File: config.mk
export PLATFORM = sky130hd
export DESIGN_NAME = hazard_unit
export DESIGN_NICKNAME = d
export VERILOG_FILES = /design/src/rtl/hazard_unit.sv
export SDC_FILE = /design/constraint.sdc
export NUM_CORES = 1
export LEC_CHECK = 0
export ABC_AREA = 0
export CORE_MARGIN = 4
export CORE_UTILIZATION = 35
export DETAILED_ROUTE_END_ITERATION = 8
export GPL_TIMING_DRIVEN = 0
export HOLD_SLACK_MARGIN = 0.03
export RECOVER_POWER = 100
export SLEW_MARGIN = 5
export SYNTH_ARGS = -nofsm -noshare
export SYNTH_HDL_FRONTEND = slang
export SYNTH_SLANG_ARGS = --single-unit
File: constraint.sdc
create_clock -name clk -period 1.9 [get_ports clk]
set_input_delay 0.19 -clock clk [delete_from_list [all_inputs] [get_ports clk]]
set_output_delay 0.19 -clock clk [all_outputs]
set_load 0.005 [all_outputs]
File: src/rtl/hazard_unit.sv
// rtl/hazard_unit.sv - load-use stall, branch flush and EX forwarding control
// Keeps a shadow pipeline of destination tags (EX/MEM/WB) and two saturating event counters.
module hazard_unit #(
  parameter int CNT_W = 16
) (
  input  logic             clk,
  input  logic             rst_n,
  input  logic [4:0]       rs1_de,
  input  logic [4:0]       rs2_de,
  input  logic             uses_rs1_de,
  input  logic             uses_rs2_de,
  input  logic [4:0]       rd_de,
  input  logic             RuWr_de,
  input  logic [1:0]       RUDataWrSrc_de,
  input  logic [4:0]       rs1_ex,
  input  logic [4:0]       rs2_ex,
  input  logic             branch_taken_ex,
  input  logic             clr_cnt,
  output logic             stall_if,
  output logic             stall_de,
  output logic             flush_if,
  output logic             flush_de,
  output logic [1:0]       fwdA_ex,
  output logic [1:0]       fwdB_ex,
  output logic [CNT_W-1:0] stall_cnt,
  output logic [CNT_W-1:0] flush_cnt
);

  localparam logic [CNT_W-1:0] CNT_MAX = '1;
  localparam logic [CNT_W-1:0] CNT_ONE = {{(CNT_W-1){1'b0}}, 1'b1};

  logic [4:0] ex_rd, mem_rd, wb_rd;
  logic       ex_wr, ex_ld, mem_wr, mem_ld, wb_wr;
  logic       lu, bf;
  logic       mem_fwd_ok, wb_fwd_ok;

  assign bf = branch_taken_ex;
  assign lu = ex_ld & ex_wr & (ex_rd != 5'd0) &
              ((uses_rs1_de & (rs1_de == ex_rd)) | (uses_rs2_de & (rs2_de == ex_rd)));

  // A load sitting in MEM has no data yet, so only ALU/PC+4 results forward from MEM.
  assign mem_fwd_ok = mem_wr & ~mem_ld & (mem_rd != 5'd0);
  assign wb_fwd_ok  = wb_wr & (wb_rd != 5'd0);

  always_comb begin
    stall_if = 1'b0;
    stall_de = 1'b0;
    flush_if = 1'b0;
    flush_de = 1'b0;
    fwdA_ex  = 2'b00;
    fwdB_ex  = 2'b00;
    if (rst_n) begin
      if (bf) begin
        flush_if = 1'b1;
        flush_de = 1'b1;
      end else if (lu) begin
        stall_if = 1'b1;
        stall_de = 1'b1;
        flush_de = 1'b1;
      end

      if (mem_fwd_ok && (mem_rd == rs1_ex))     fwdA_ex = 2'b01;
      else if (wb_fwd_ok && (wb_rd == rs1_ex))  fwdA_ex = 2'b10;

      if (mem_fwd_ok && (mem_rd == rs2_ex))     fwdB_ex = 2'b01;
      else if (wb_fwd_ok && (wb_rd == rs2_ex))  fwdB_ex = 2'b10;
    end
  end

  // WB never forwards differently for loads, so its ld bit is not kept.
  always_ff @(posedge clk or negedge rst_n) begin
    if (!rst_n) begin
      ex_rd  <= 5'd0;
      ex_wr  <= 1'b0;
      ex_ld  <= 1'b0;
      mem_rd <= 5'd0;
      mem_wr <= 1'b0;
      mem_ld <= 1'b0;
      wb_rd  <= 5'd0;
      wb_wr  <= 1'b0;
    end else begin
      wb_rd  <= mem_rd;
      wb_wr  <= mem_wr;
      mem_rd <= ex_rd;
      mem_wr <= ex_wr;
      mem_ld <= ex_ld;
      if (flush_de) begin
        ex_rd <= 5'd0;
        ex_wr <= 1'b0;
        ex_ld <= 1'b0;
      end else begin
        ex_rd <= rd_de;
        ex_wr <= RuWr_de;
        ex_ld <= (RUDataWrSrc_de == 2'b01);
      end
    end
  end

  always_ff @(posedge clk or negedge rst_n) begin
    if (!rst_n) begin
      stall_cnt <= '0;
      flush_cnt <= '0;
    end else if (clr_cnt) begin
      stall_cnt <= '0;
      flush_cnt <= '0;
    end else begin
      if (stall_de && (stall_cnt != CNT_MAX)) stall_cnt <= stall_cnt + CNT_ONE;
      if (flush_if && (flush_cnt != CNT_MAX)) flush_cnt <= flush_cnt + CNT_ONE;
    end
  end

endmodule

# Word level (Yosys, flattened, before mapping)
# Index checks and enable logic that the tools add are counted.
op_classes:
  addsub: 2
  mul: 0
  n_div: 0
  order_cmp: 0
  n_eq_ne: 9
  shifts: 0
  mux: 20
  bitwise: 10
  reduce_logical: 11
op_table:
  columns: ["operator", "count"]
  rows:
  - ["two-way mux 16 bit", 4]
  - ["adder 16 x 1 -> 16 bit, second input constant", 2]
  - ["inequality test 16 bit, second input constant", 2]
  - ["equality test 5 bit", 6]
  - ["nonzero test 5 bit", 3]
  - ["two-way mux 2 bit", 6]
  - ["two-way mux 1 bit", 9]
  - ["bitwise AND 1 bit", 8]
  - ["logical AND 1 bit", 6]
  - ["two-way mux 5 bit", 1]
  - ["nonzero test 2 bit", 2]
  - ["equality test 2 x 1 -> 1 bit, second input constant", 1]
  - ["inverter 1 bit", 1]
  - ["OR 1 bit", 1]
word_totals:
  ff_bits: 52
  latch_bits: 0
  ramBits: 0
  romBits: 0
  input_bits: 34
  output_inout_bits: 40
  elab_cells: 62
  mem_count: 0

# Logic depth before layout (Yosys ltp)
# Gate-level depths: netlist (run 1).
depth:
  ltp_word: 10
  depth_mapped: 8
  ltp_nobuf: 7

# Worst setup path before layout (run 1)
# No wires, ideal clock.
synth_path:
  path_kind: "reg-to-reg"
  startpoint: "reg stall_cnt[0]"
  endpoint: "reg stall_cnt[9]"
  setup_time_ns: 0.078
  t_arrival_ns: 1.906
  t_required_ns: 1.822
  path_slack_ns: -0.084
  path_stages_with_launch: 9
  path_buffers: 1
  period_less_slack_ns: 1.984
  cell_sequence: "dfrtp_1 > ha_1 > and3_1 > and4_1 > buf_6 > nor2_1 > nand3_1 > or4_1 > a21oi_1"
synth_via:
  elab_chain_cells: 3
  elab_cells_between_ends: 6
  cone_classes: "add/sub: 1; eq/ne: 1; mux: 2; reduce/logical: 2"
synth_lines:
  columns: ["element", "line", "rtl"]
  rows:
  - ["start, declared", "25", "output logic [CNT_W-1:0] stall_cnt,"]
  - ["start signal, assigned", "107", "if (stall_de && (stall_cnt != CNT_MAX)) stall_cnt <= stall_cnt + CNT_ONE;"]
  - ["adder 16 x 1 -> 16 bit or inequality test 16 bit (tied branches)", "107", null]
  - ["two-way mux 16 bit or logical AND 1 bit (tied branches)", "107", null]
  - ["two-way mux 16 bit or nonzero test 2 bit (tied branches)", null, null]
# Several ways; a longest one is shown, not always the timed one. The select of a mux whose other input is x is not followed.
# A chain may end at the register's enable or synchronous reset.

# Worst setup path in the final report (run 1)
layout_path:
  startpoint: "reg mem_rd[0]"
  endpoint: "out fwdA_ex[1]"
layout_via:
  elab_chain_cells: 5
  elab_cells_between_ends: 6
  cone_classes: "eq/ne: 1; mux: 2; bitwise: 1; reduce/logical: 2"
layout_lines:
  columns: ["element", "line", "rtl"]
  rows:
  - ["start, declared", "32", "logic [4:0] ex_rd, mem_rd, wb_rd;"]
  - ["start signal, assigned", "84", "mem_rd <= ex_rd;"]
  - ["nonzero test 5 bit", "42", "assign mem_fwd_ok = mem_wr & ~mem_ld & (mem_rd != 5'd0);"]
  - ["bitwise AND 1 bit", "42", null]
  - ["logical AND 1 bit (*)", "62", "if (mem_fwd_ok && (mem_rd == rs1_ex)) fwdA_ex = 2'b01;"]
  - ["two-way mux 2 bit (*)", "62", null]
  - ["two-way mux 2 bit (*)", "52", "if (rst_n) begin"]
  - ["end, declared", "23", "output logic [1:0] fwdA_ex,"]
# Every way passes the cells marked *; elsewhere a longest branch is shown, timed or not.

==> results.md, run 1 <==
- Status: complete, but fails checks
- Failing checks: setup timing
- Clk sinks: 52
- Largest area contributor in the netlist: dfrtp_1
- WL met2: 3730 um
- Cells on worst reg2reg path: 8
- Starting Density: 0.365
- Die X: 95.7 um
- PD cells: 505 nW/um2
- Hold_sp: clr_cnt
- Starting DRC count in detailed routing: 90
- CTS tree: done
- WP buf/inv: 1
- Routed wl met3: 316 um
- Hold Crit Depth: 2
- M1 WL: 3350 um
- CP endpoint kind: output pin
- Antenna-violating nets left: 0
- Synth area leaders: dfrtp_1 48%, xor2_1 8.1%, xnor2_1 6.5%
- Synth Register Bits: 52
- F_max: 479 MHz
- Total GRT Usage: 0.168
- RR Endpoint: stall_cnt[11]$_DFFE_PN0P_
- Fin nets: 428
- CTS clk-pin slew, worst paths: 0.09 ns
- Most used DFF post-synth: dfrtp_1
- Net Count, Synth: 306
- Final min period: 2.09 ns
- Fin Setup TNS: -1.83 ns
- Mapped Area: 2690 um2
- GRT overflow: 0
- TritonRoute pass-1 iters: 4
- Synth warn: 0
- Synth cell count leaders: 52 x dfrtp_1, 25 x xor2_1, 23 x nor2_1
- Highest metal used: met4
- Layout cells sized above 1: 0.252
- Area Growth Syn to Fin: 58.7%
- Kind of critical path: register to output pin
- Fin crit share: 1.10
- Crit-path max cell delay: 0.55 ns
- Clock latency on the worst-skew pair: 0.30 ns
- Max_slew headroom: 0.495
- Placed Instances: 442
- WHS Endpoint: stall_cnt[12]$_DFFE_PN0P_
- Setup violators final: 24
- Critical path peak fanout: 2
- Total die area: 9150 um2
- Final Max Slew Viols: 0
- DRT Wirelength: 7500 um
- Max Cap Viol: 0
- Num CTS Buffers: 5
- IO Pins: 74
- Worst hold path type: primary input to register
- Post-synthesis average cell area: 9.96 um2
- Sequential fraction of the synthesis area: 0.484
- Slowest CP cell: or4_4
- Vias in the first global route: 2490
- DR vias/cell: 5.04
- RSZ-0062 raised after global routing: true
- Post-synth top area share: 0.484
- Deepest clock path buffer count: 2
- Distinct cells, synth: 37
- Die span in y: 95.7 um
- Critical Path RT: 1.71 ns
- Worst hold margin: 0.200 ns
- First-pass GRT wire length: 12000 um
- Largest net degree at the start of global routing: 20
- Initial antenna violation count: 0
- Final Non-Filler Cells: 492
- Drt wl/cell: 15.3 um
- Post-synthesis async set-or-reset flop share: 1.00
- Core Box Area: 7370 um2
- Leakage: 1.70 nW
- Worst path top cell family by delay: simple AND/OR/NAND/NOR gates
- Worst R2R Start: ex_rd[4]$_DFF_PN0_
- # rows: 31
- Most common cell in the synthesized netlist: dfrtp_1
- DP HPWL: 4910 um
- Worst reg2reg setup slack: -0.13 ns
- Post-synth EDFFs: 0
- Final Hold Fails: 0
- Crit-path cells: or4_4, o21ai_4, nor4_4, nor4_2, buf_2
- Worst-Margin Slew: 0.756 ns
- Gp weighted congestion: 0.855
- Clock skew: 0.0105 ns
- Port bufs: 72
- Smallest setup slack after layout: -0.187 ns
- Pre-CTS setup slack: -0.663 ns
- Worst EP arrival: 1.90 ns
- Root buf cell: clkbuf_8
- DRC viols: 0
- Max VDD drop: 233 uV
- Startpoint Class: register
- Routed vias: 2480
- Tot Pwr: 2.15 mW
- H-tree depth: 2
- Mapped Cells: 270
- Ant. Diodes: 0
[metrics by stage]
stage / cell area (um2) / utilization
after floorplan: 2700 / -
after global placement: 3540 / 0.480
after detailed placement: 3550 / 0.482
after CTS: 4070 / 0.552
after global routing: 4270 / 0.579
final: 4270 / 0.579
[flip-flops by register name, indices dropped and copies added (netlist names)]
register   cells
mem_ld         1
ex_ld          1
flush_cnt     16
wb_rd          5
wb_wr          1
stall_cnt     16
mem_rd         5
mem_wr         1
ex_rd          5
ex_wr          1
[layer usage]
metal / vias to the layer above / global-route usage
li1: 1201 / -
met1: 1216 / 0.221
met2: 54 / 0.283
met3: 9 / 0.0339
met4: 0 / 0.0427
met5: - / 0
[power by group]
| part | internal [mW] | switching (mW) | total [mW] |
|---|---|---|---|
| registers | 1.14 | 0.0286 | 1.16 |
| logic | 0.194 | 0.153 | 0.347 |
| clock network | 0.292 | 0.352 | 0.644 |
[final cells by class]
cell class                 count  area, um2
timing repair buffer         115       1110
buffer                         8       52.6
sequential                    52       1300
clock inverter                 2       10.0
inverter                       6       22.5
tap                           99        124
fill                         631       3100
clock buffer                   6       82.6
multi-input combinational    204       1570
[layout by cell type, fill, tap and decap left out, types with 10 or more instances in the layout]
cell type	n
and2_1	10
dfrtp_1	50
nand3_1	14
nand2_1	11
nor2_1	22
buf_4	21
xnor2_1	18
clkdlybuf4s50_1	64
or3_1	10
xor2_1	25
buf_6	19
[what timing repair did]
action                                  CTS  global route
hold endpoints to repair                 17             0
setup buffers                            33             5
hold buffers                              3             0
pin swaps                                37            12
gates cloned                              2             0
endpoints found under the setup margin   26            38
resized for setup                        63            36
[worst max-delay path by stage]
stage	end	from	cells past startpoint	slack, ns
after floorplan	stall_cnt[9]$_DFFE_PN0P_	stall_cnt[1]$_DFFE_PN0P_	8	0.006
after global placement	fwdB_ex[1]	rst_n	5	-2.54
after detailed placement	fwdA_ex[1]	rst_n	6	-0.66
after CTS	fwdB_ex[1]	wb_rd[3]$_DFF_PN0_	5	-0.19
after global routing	fwdA_ex[1]	mem_rd[0]$_DFF_PN0_	5	-0.30
final	fwdA_ex[1]	mem_rd[0]$_DFF_PN0_	5	-0.19
[logic make-up after synthesis]
| group | after synthesis | share of synthesized area |
|---|---|---|
| adders and majority gates | 2 | 0.00930 |
| DFF | 52 | 0.484 |
| AOI/OAI and AO/OA | 36 | 0.0781 |
| buffers and inverters | 14 | 0.0242 |
| and+or+nand+nor | 119 | 0.250 |
| muxes | 2 | 0.00791 |
| xor gates and xnor gates | 45 | 0.147 |
(Power assumes the default switching activity.)
==> run 2: changes to the inputs <==
- GPL_TIMING_DRIVEN: 0 -> 1
==> run 2 against run 1 <==
Clock power increased by 27%. Design area decreased by 1.3%. The flow still finishes with violations (setup timing). Flip-flop and latch count unchanged. Hold slack improved by 0.17 ns. Via count decreased by 0.48%. Worst setup slack improved by 0.035 ns. Final cell count increased by 3.0%. Largest power group unchanged. Utilization decreased by 0.78 points.
==> results.md, run 2 (same netlist as run 1, synthesis figures left out) <==
- Status: complete, but fails checks (unchanged)
- Failing checks: setup timing (unchanged)
- Starting Density: 0.365 (unchanged)
- Root buf cell: clkbuf_8 (unchanged)
- DRT Wirelength: 7150 um (was 7500 um)
- Final Hold Fails: 0 (unchanged)
- DRC viols: 0 (unchanged)
- First-pass GRT wire length: 11500 um (was 12000 um)
- Fin Setup TNS: -1.22 ns (was -1.83 ns)
- Combinational share of power: 0.140 (was 0.161)
- Reg power frac: 0.505 (was 0.540)
- Final min period: 2.05 ns (was 2.09 ns)
- Most common cell after layout, fill and taps aside: clkdlybuf4s50_1 (unchanged)
- Hold Crit Depth: 0 (was 2)
- Core Box Area: 7370 um2 (unchanged)
- Antenna-violating nets left: 0 (unchanged)
- Net Switching: 0.513 mW (was 0.534 mW)
- Setup violators final: 14 (was 24)
- Max Cap Viol: 0 (unchanged)
- Clk sinks: 52 (unchanged)
- Fin crit share: 1.08 (was 1.10)
- GRT overflow: 0 (unchanged)
- Kind of critical path: register to register (was register to output pin)
- IO Pins: 74 (unchanged)
- Post-Route Utilization: 0.572 (was 0.579)
- Clock power share: 0.355 (was 0.299)
- Leakage: 1.76 nW (was 1.70 nW)
- Total die area: 9150 um2 (unchanged)
- DR vias/cell: 4.87 (was 5.04)
- Die X: 95.7 um (unchanged)
- Worst EP arrival: 2.24 ns (was 1.90 ns)
- # rows: 31 (unchanged)
- Max_slew headroom: 0.171 (was 0.495)
- Crit-path max cell delay: 0.40 ns (was 0.55 ns)
- F_max: 487 MHz (was 479 MHz)
- Vias in the first global route: 2496 (was 2490)
- RSZ-0062 raised after global routing: true (unchanged)
- Worst R2R Start: ex_rd[1]$_DFF_PN0_ (was ex_rd[4]$_DFF_PN0_)
- Most frequent cells in the layout: 65 x clkdlybuf4s50_1, 53 x buf_4, 52 x dfrtp_1 (was 64 x clkdlybuf4s50_1, 50 x dfrtp_1, 25 x xor2_1)
- Clock skew: 0.00925 ns (was 0.0105 ns)
- Drt wl/cell: 14.1 um (was 15.3 um)
- Die span in y: 95.7 um (unchanged)
- H-tree depth: 2 (unchanged)
- Critical Path RT: 2.09 ns (was 1.71 ns)
- Starting DRC count in detailed routing: 43 (was 90)
- Biggest regs: flush_cnt: 16 flops, stall_cnt: 16 flops (unchanged)
- Initial antenna violation count: 0 (unchanged)
- Worst hold path type: register to register (was primary input to register)
- CTS clk-pin slew, worst paths: 0.09 ns (about the same)
- PD cells: 545 nW/um2 (was 505 nW/um2)
- Cells on worst reg2reg path: 10 (was 8)
- Area Growth Syn to Fin: 56.6% (was 58.7%)
- Hold_sp: mem_wr$_DFF_PN0_ (was clr_cnt)
- Ant. Diodes: 0 (unchanged)
- Layout cells sized above 1: 0.248 (was 0.252)
- TritonRoute pass-1 iters: 4 (unchanged)
- Routed vias: 2468 (was 2480)
- Largest net degree at the start of global routing: 32 (was 20)
- RR Endpoint: stall_cnt[11]$_DFFE_PN0P_ (unchanged)
- CP endpoint kind: register (was output pin)
- Fin nets: 443 (was 428)
- Switching part of the total power: 0.223 (was 0.248)
- Pint: 1.78 mW (was 1.62 mW)
- Startpoint Class: register (unchanged)
- Final Max Slew Viols: 0 (unchanged)
- Total GRT Usage: 0.163 (was 0.168)
- Slowest CP cell: dfrtp_1 (was or4_4)
- Crit-path cells: buf_4, xnor2_2, nand2_1, o22ai_4, buf_6, buf_6, nand4_1, buf_6, and2b_1, mux2_4 (was or4_4, o21ai_4, nor4_4, nor4_2, buf_2)
- Worst hold margin: 0.373 ns (was 0.200 ns)
- DP HPWL: 5260 um (was 4910 um)
- Gp weighted congestion: 0.842 (was 0.855)
- CTS tree: done (unchanged)
- Critical path peak fanout: 6 (was 2)
- Clock latency on the worst-skew pair: 0.30 ns (about the same)
- Num CTS Buffers: 5 (unchanged)
- Port bufs: 73 (was 72)
- Max VDD drop: 315 uV (was 233 uV)
- Smallest setup slack after layout: -0.152 ns (was -0.187 ns)
- Worst reg2reg setup slack: -0.15 ns (was -0.13 ns)
- WHS Endpoint: wb_wr$_DFF_PN0_ (was stall_cnt[12]$_DFFE_PN0P_)
- CP most frequent cell: buf_6
- Deepest clock path buffer count: 2 (unchanged)
- Worst-Margin Slew: 1.24 ns (was 0.756 ns)
==> run 2: layer usage <==
metal	track usage	wire (um)
met2	0.270	3440
met3	0.0434	362
met4	0.0462	78
met1	0.208	3270
met5	0	0
==> run 2: final cells by class <==
class	count	area (um2)
inverter	6	22.5
sequential	52	1300
fill	667	3160
timing repair buffer	138	1180
clock inverter	1	30.0
clock buffer	7	96.3
multi-input combinational	204	1460
tap	99	124
==> run 2: power by group through the flow <==
stage               Combinational [mW]  Sequential (mW)  Clock [mW]
floorplan                        0.101             1.18           0
global placement                 0.297             1.18           0
global route                     0.352             1.16       0.879
finish                           0.321             1.16       0.815
CTS                              0.324             1.16       0.834
detailed placement               0.300             1.18           0
==> run 2: critical path, delay by kind of cell (launching register included) <==
family,cells,cell delay (ns)
AND/OR/NAND/NOR,3,0.42
XOR/XNOR,1,0.14
buffers and inverters,4,0.56
flip-flops,1,0.40
multiplexers,1,0.29
AO/OA/AOI/OAI,1,0.15
==> run 2: how the worst max path moves through the flow <==
stage / start / to / cells after the start
after floorplan: stall_cnt[1]$_DFFE_PN0P_ / stall_cnt[9]$_DFFE_PN0P_ / 8
after global placement: mem_rd[3]$_DFF_PN0_ / fwdA_ex[1] / 5
after detailed placement: mem_rd[3]$_DFF_PN0_ / fwdB_ex[1] / 5
after CTS: wb_rd[4]$_DFF_PN0_ / fwdB_ex[1] / 5
after global routing: ex_rd[0]$_DFF_PN0_ / stall_cnt[9]$_DFFE_PN0P_ / 10
final: ex_rd[1]$_DFF_PN0_ / stall_cnt[11]$_DFFE_PN0P_ / 10
==> run 2: what timing repair did <==
item	4_1_cts	5_1_grt
buffers inserted	9	1
cloned	1	0
gates resized for setup	45	18
hold buffers	1	0
setup endpoints to repair	17	19
pin swaps	27	17
endpoints found under the hold margin	30	0
==> run 2: through the flow <==
stage	cells	power [mW]	setup WS [ns]	instance area [um2]
after detailed placement	487	1.48	-0.347	3900
after floorplan	270	1.28	0.00636	2700
after CTS	506	2.32	-0.191	4150
final	507	2.30	-0.152	4210
after global placement	487	1.48	-0.385	3900
after global routing	507	2.39	-0.279	4210
==> run 3: changes to the inputs <==
- PLACE_DENSITY: unset -> 0.74
==> run 3 against run 2 <==
The run still ends with setup timing left. Maximum frequency shrank 2.5%. Flip-flop and latch count is the same. Clock skew shrank 0.0020 ns. Sequential share of layout area shrank 0.073 points. Critical path type is now register to output pin. Largest cell class unchanged.
==> results.md, run 3 (same netlist as run 1, synthesis figures left out) <==
- Status: complete, but fails checks (unchanged)
- Failing checks: setup timing (unchanged)
- PD cells: 526 nW/um2 (was 545 nW/um2)
- Leakage: 1.83 nW (was 1.76 nW)
- DP HPWL: 5090 um (was 5260 um)
- Fin Setup TNS: -1.67 ns (was -1.22 ns)
- Critical path peak fanout: 3 (was 6)
- Register area: 1300 um2 (unchanged)
- Total GRT Usage: 0.158 (was 0.163)
- DRT Wirelength: 7210 um (was 7150 um)
- Setup violators final: 17 (was 14)
- Port bufs: 73 (unchanged)
- Final Hold Fails: 0 (unchanged)
- Final Max Slew Viols: 0 (unchanged)
- CTS clk-pin slew, worst paths: 0.09 ns (about the same)
- # fillers: 636 (was 667)
- IO Pins: 74 (unchanged)
- Worst hold margin: 0.372 ns (was 0.373 ns)
- Max VDD drop: 286 uV (was 315 uV)
- Antenna-violating nets left: 0 (unchanged)
- Smallest setup slack after layout: -0.204 ns (was -0.152 ns)
- Critical Path RT: 1.71 ns (was 2.09 ns)
- Fin crit share: 1.11 (was 1.08)
- # rows: 31 (unchanged)
- Worst reg2reg setup slack: -0.19 ns (was -0.15 ns)
- Ant. Diodes: 0 (unchanged)
- Core Box Area: 7370 um2 (unchanged)
- Gp weighted congestion: 0.816 (was 0.842)
- DRC viols: 0 (unchanged)
- Placed Instances: 484 (was 487)
- F_max: 475 MHz (was 487 MHz)
- Deepest clock path buffer count: 2 (unchanged)
- Clock skew: 0.00729 ns (was 0.00925 ns)
- Area Growth Syn to Fin: 57.0% (was 56.6%)
- Initial antenna violation count: 0 (unchanged)
- Worst EP arrival: 1.91 ns (was 2.24 ns)
- TritonRoute pass-1 iters: 4 (unchanged)
- First-pass GRT wire length: 11400 um (was 11500 um)
- Routed vias: 2510 (was 2468)
- Area taken by multi-input logic gates: 1500 um2 (was 1460 um2)
- Die X: 95.7 um (unchanged)
- Fin nets: 442 (was 443)
- Final Non-Filler Cells: 506 (was 507)
- Root buf cell: clkbuf_8 (unchanged)
- Final min period: 2.10 ns (was 2.05 ns)
- Largest net degree at the start of global routing: 41 (was 32)
- Pre-CTS setup slack: -0.371 ns (was -0.347 ns)
- H-tree depth: 2 (unchanged)
- Most common cell after layout, fill and taps aside: dfrtp_1 (was clkdlybuf4s50_1)
- Starting DRC count in detailed routing: 56 (was 43)
- Max Cap Viol: 0 (unchanged)
- Post-Route Utilization: 0.573 (was 0.572)
- Starting Density: 0.365 (unchanged)
- Worst-Margin Slew: 0.979 ns (was 1.24 ns)
- CTS tree: done (unchanged)
- Total die area: 9150 um2 (unchanged)
- Die span in y: 95.7 um (unchanged)
- Startpoint Class: register (unchanged)
- Most frequent cells in the layout: 52 x dfrtp_1, 35 x buf_4, 34 x clkdlybuf4s50_1 (was 65 x clkdlybuf4s50_1, 53 x buf_4, 52 x dfrtp_1)
- GRT overflow: 0 (unchanged)
- Kind of critical path: register to output pin (was register to register)
- Post-route cell area: 4220 um2 (was 4210 um2)
- Num CTS Buffers: 5 (unchanged)
- Clock latency on the worst-skew pair: 0.30 ns (about the same)
- Layout cells sized above 1: 0.251 (was 0.248)
- Biggest regs: flush_cnt: 16 flops, stall_cnt: 16 flops (unchanged)
- CP endpoint kind: output pin (was register)
- Vias in the first global route: 2571 (was 2496)
- Total placed instance area: 3880 um2 (was 3900 um2)
- RSZ-0062 raised after global routing: true (unchanged)
- DR vias/cell: 4.96 (was 4.87)
- Drt wl/cell: 14.2 um (was 14.1 um)
- Max_slew headroom: 0.348 (was 0.171)
- Clk sinks: 52 (unchanged)
- Worst hold path type: register to register (unchanged)
- Tot Pwr: 2.22 mW (was 2.30 mW)
-- run 3: cell types whose count changed in the layout (fill, tap and decap cells not counted), sizes merged --
cell	delta
clkdlybuf4s50	-31
dlygate4sd3	+31
dlygate4sd2	-1
buf	-14
clkinv	+1
clkbuf	+13
-- run 3: final timing paths --
kind                       cells past startpoint                   endpoint               start
max                                            9                   flush_de  ex_rd[1]$_DFF_PN0_
min                                            0            wb_wr$_DFF_PN0_    mem_wr$_DFF_PN0_
max reg2reg                                   10  stall_cnt[11]$_DFFE_PN0P_  ex_rd[1]$_DFF_PN0_
min reg2reg                                    0            wb_wr$_DFF_PN0_    mem_wr$_DFF_PN0_
max in group asynchronous                      4   flush_cnt[7]$_DFFE_PN0P_               rst_n
min in group asynchronous                      3  stall_cnt[15]$_DFFE_PN0P_               rst_n
-- run 3: routing by layer --
layer  wire length, um  GRT usage  up-vias
met4                73     0.0415        0
met5                 0          0        -
met2              3770      0.269       62
met3               363     0.0387        8
li1                  -          -     1225
met1              3000      0.199     1215
-- run 3: critical path, cell delays in order, from the launching register on --
cell	delay, ns
dfrtp_1	0.42
clkbuf_2	0.14
xnor2_2	0.13
nand2_1	0.11
o22ai_4	0.09
buf_4	0.14
buf_4	0.12
a31oi_1	0.29
inv_2	0.06
clkbuf_2	0.12
-- run 3: final cells by class --
type,count,share of cell area
clock buffers,6,0.0172
clock inverters,2,0.00830
inverters,6,0.00533
repair buffers,137,0.276
flip-flops and latches,52,0.308
multi-input cells,204,0.356
well taps,99,0.0293
-- run 3: power breakdown --
group	switching (mW)	internal, mW	leakage (nW)
Sequential	0.0250	1.13	0.694
Combinational	0.139	0.178	1.08
Clock	0.351	0.391	0.0552
Total	0.516	1.70	1.83
-- run 3: repair_timing --
| action | CTS | global route |
|---|---|---|
| gates cloned | 1 | 0 |
| hold buffers | 1 | 0 |
| pin swaps | 31 | 17 |
| hold endpoints to repair | 12 | 0 |
| buffers inserted | 9 | 4 |
| resized for setup | 52 | 32 |
| endpoints found under the setup margin | 16 | 23 |
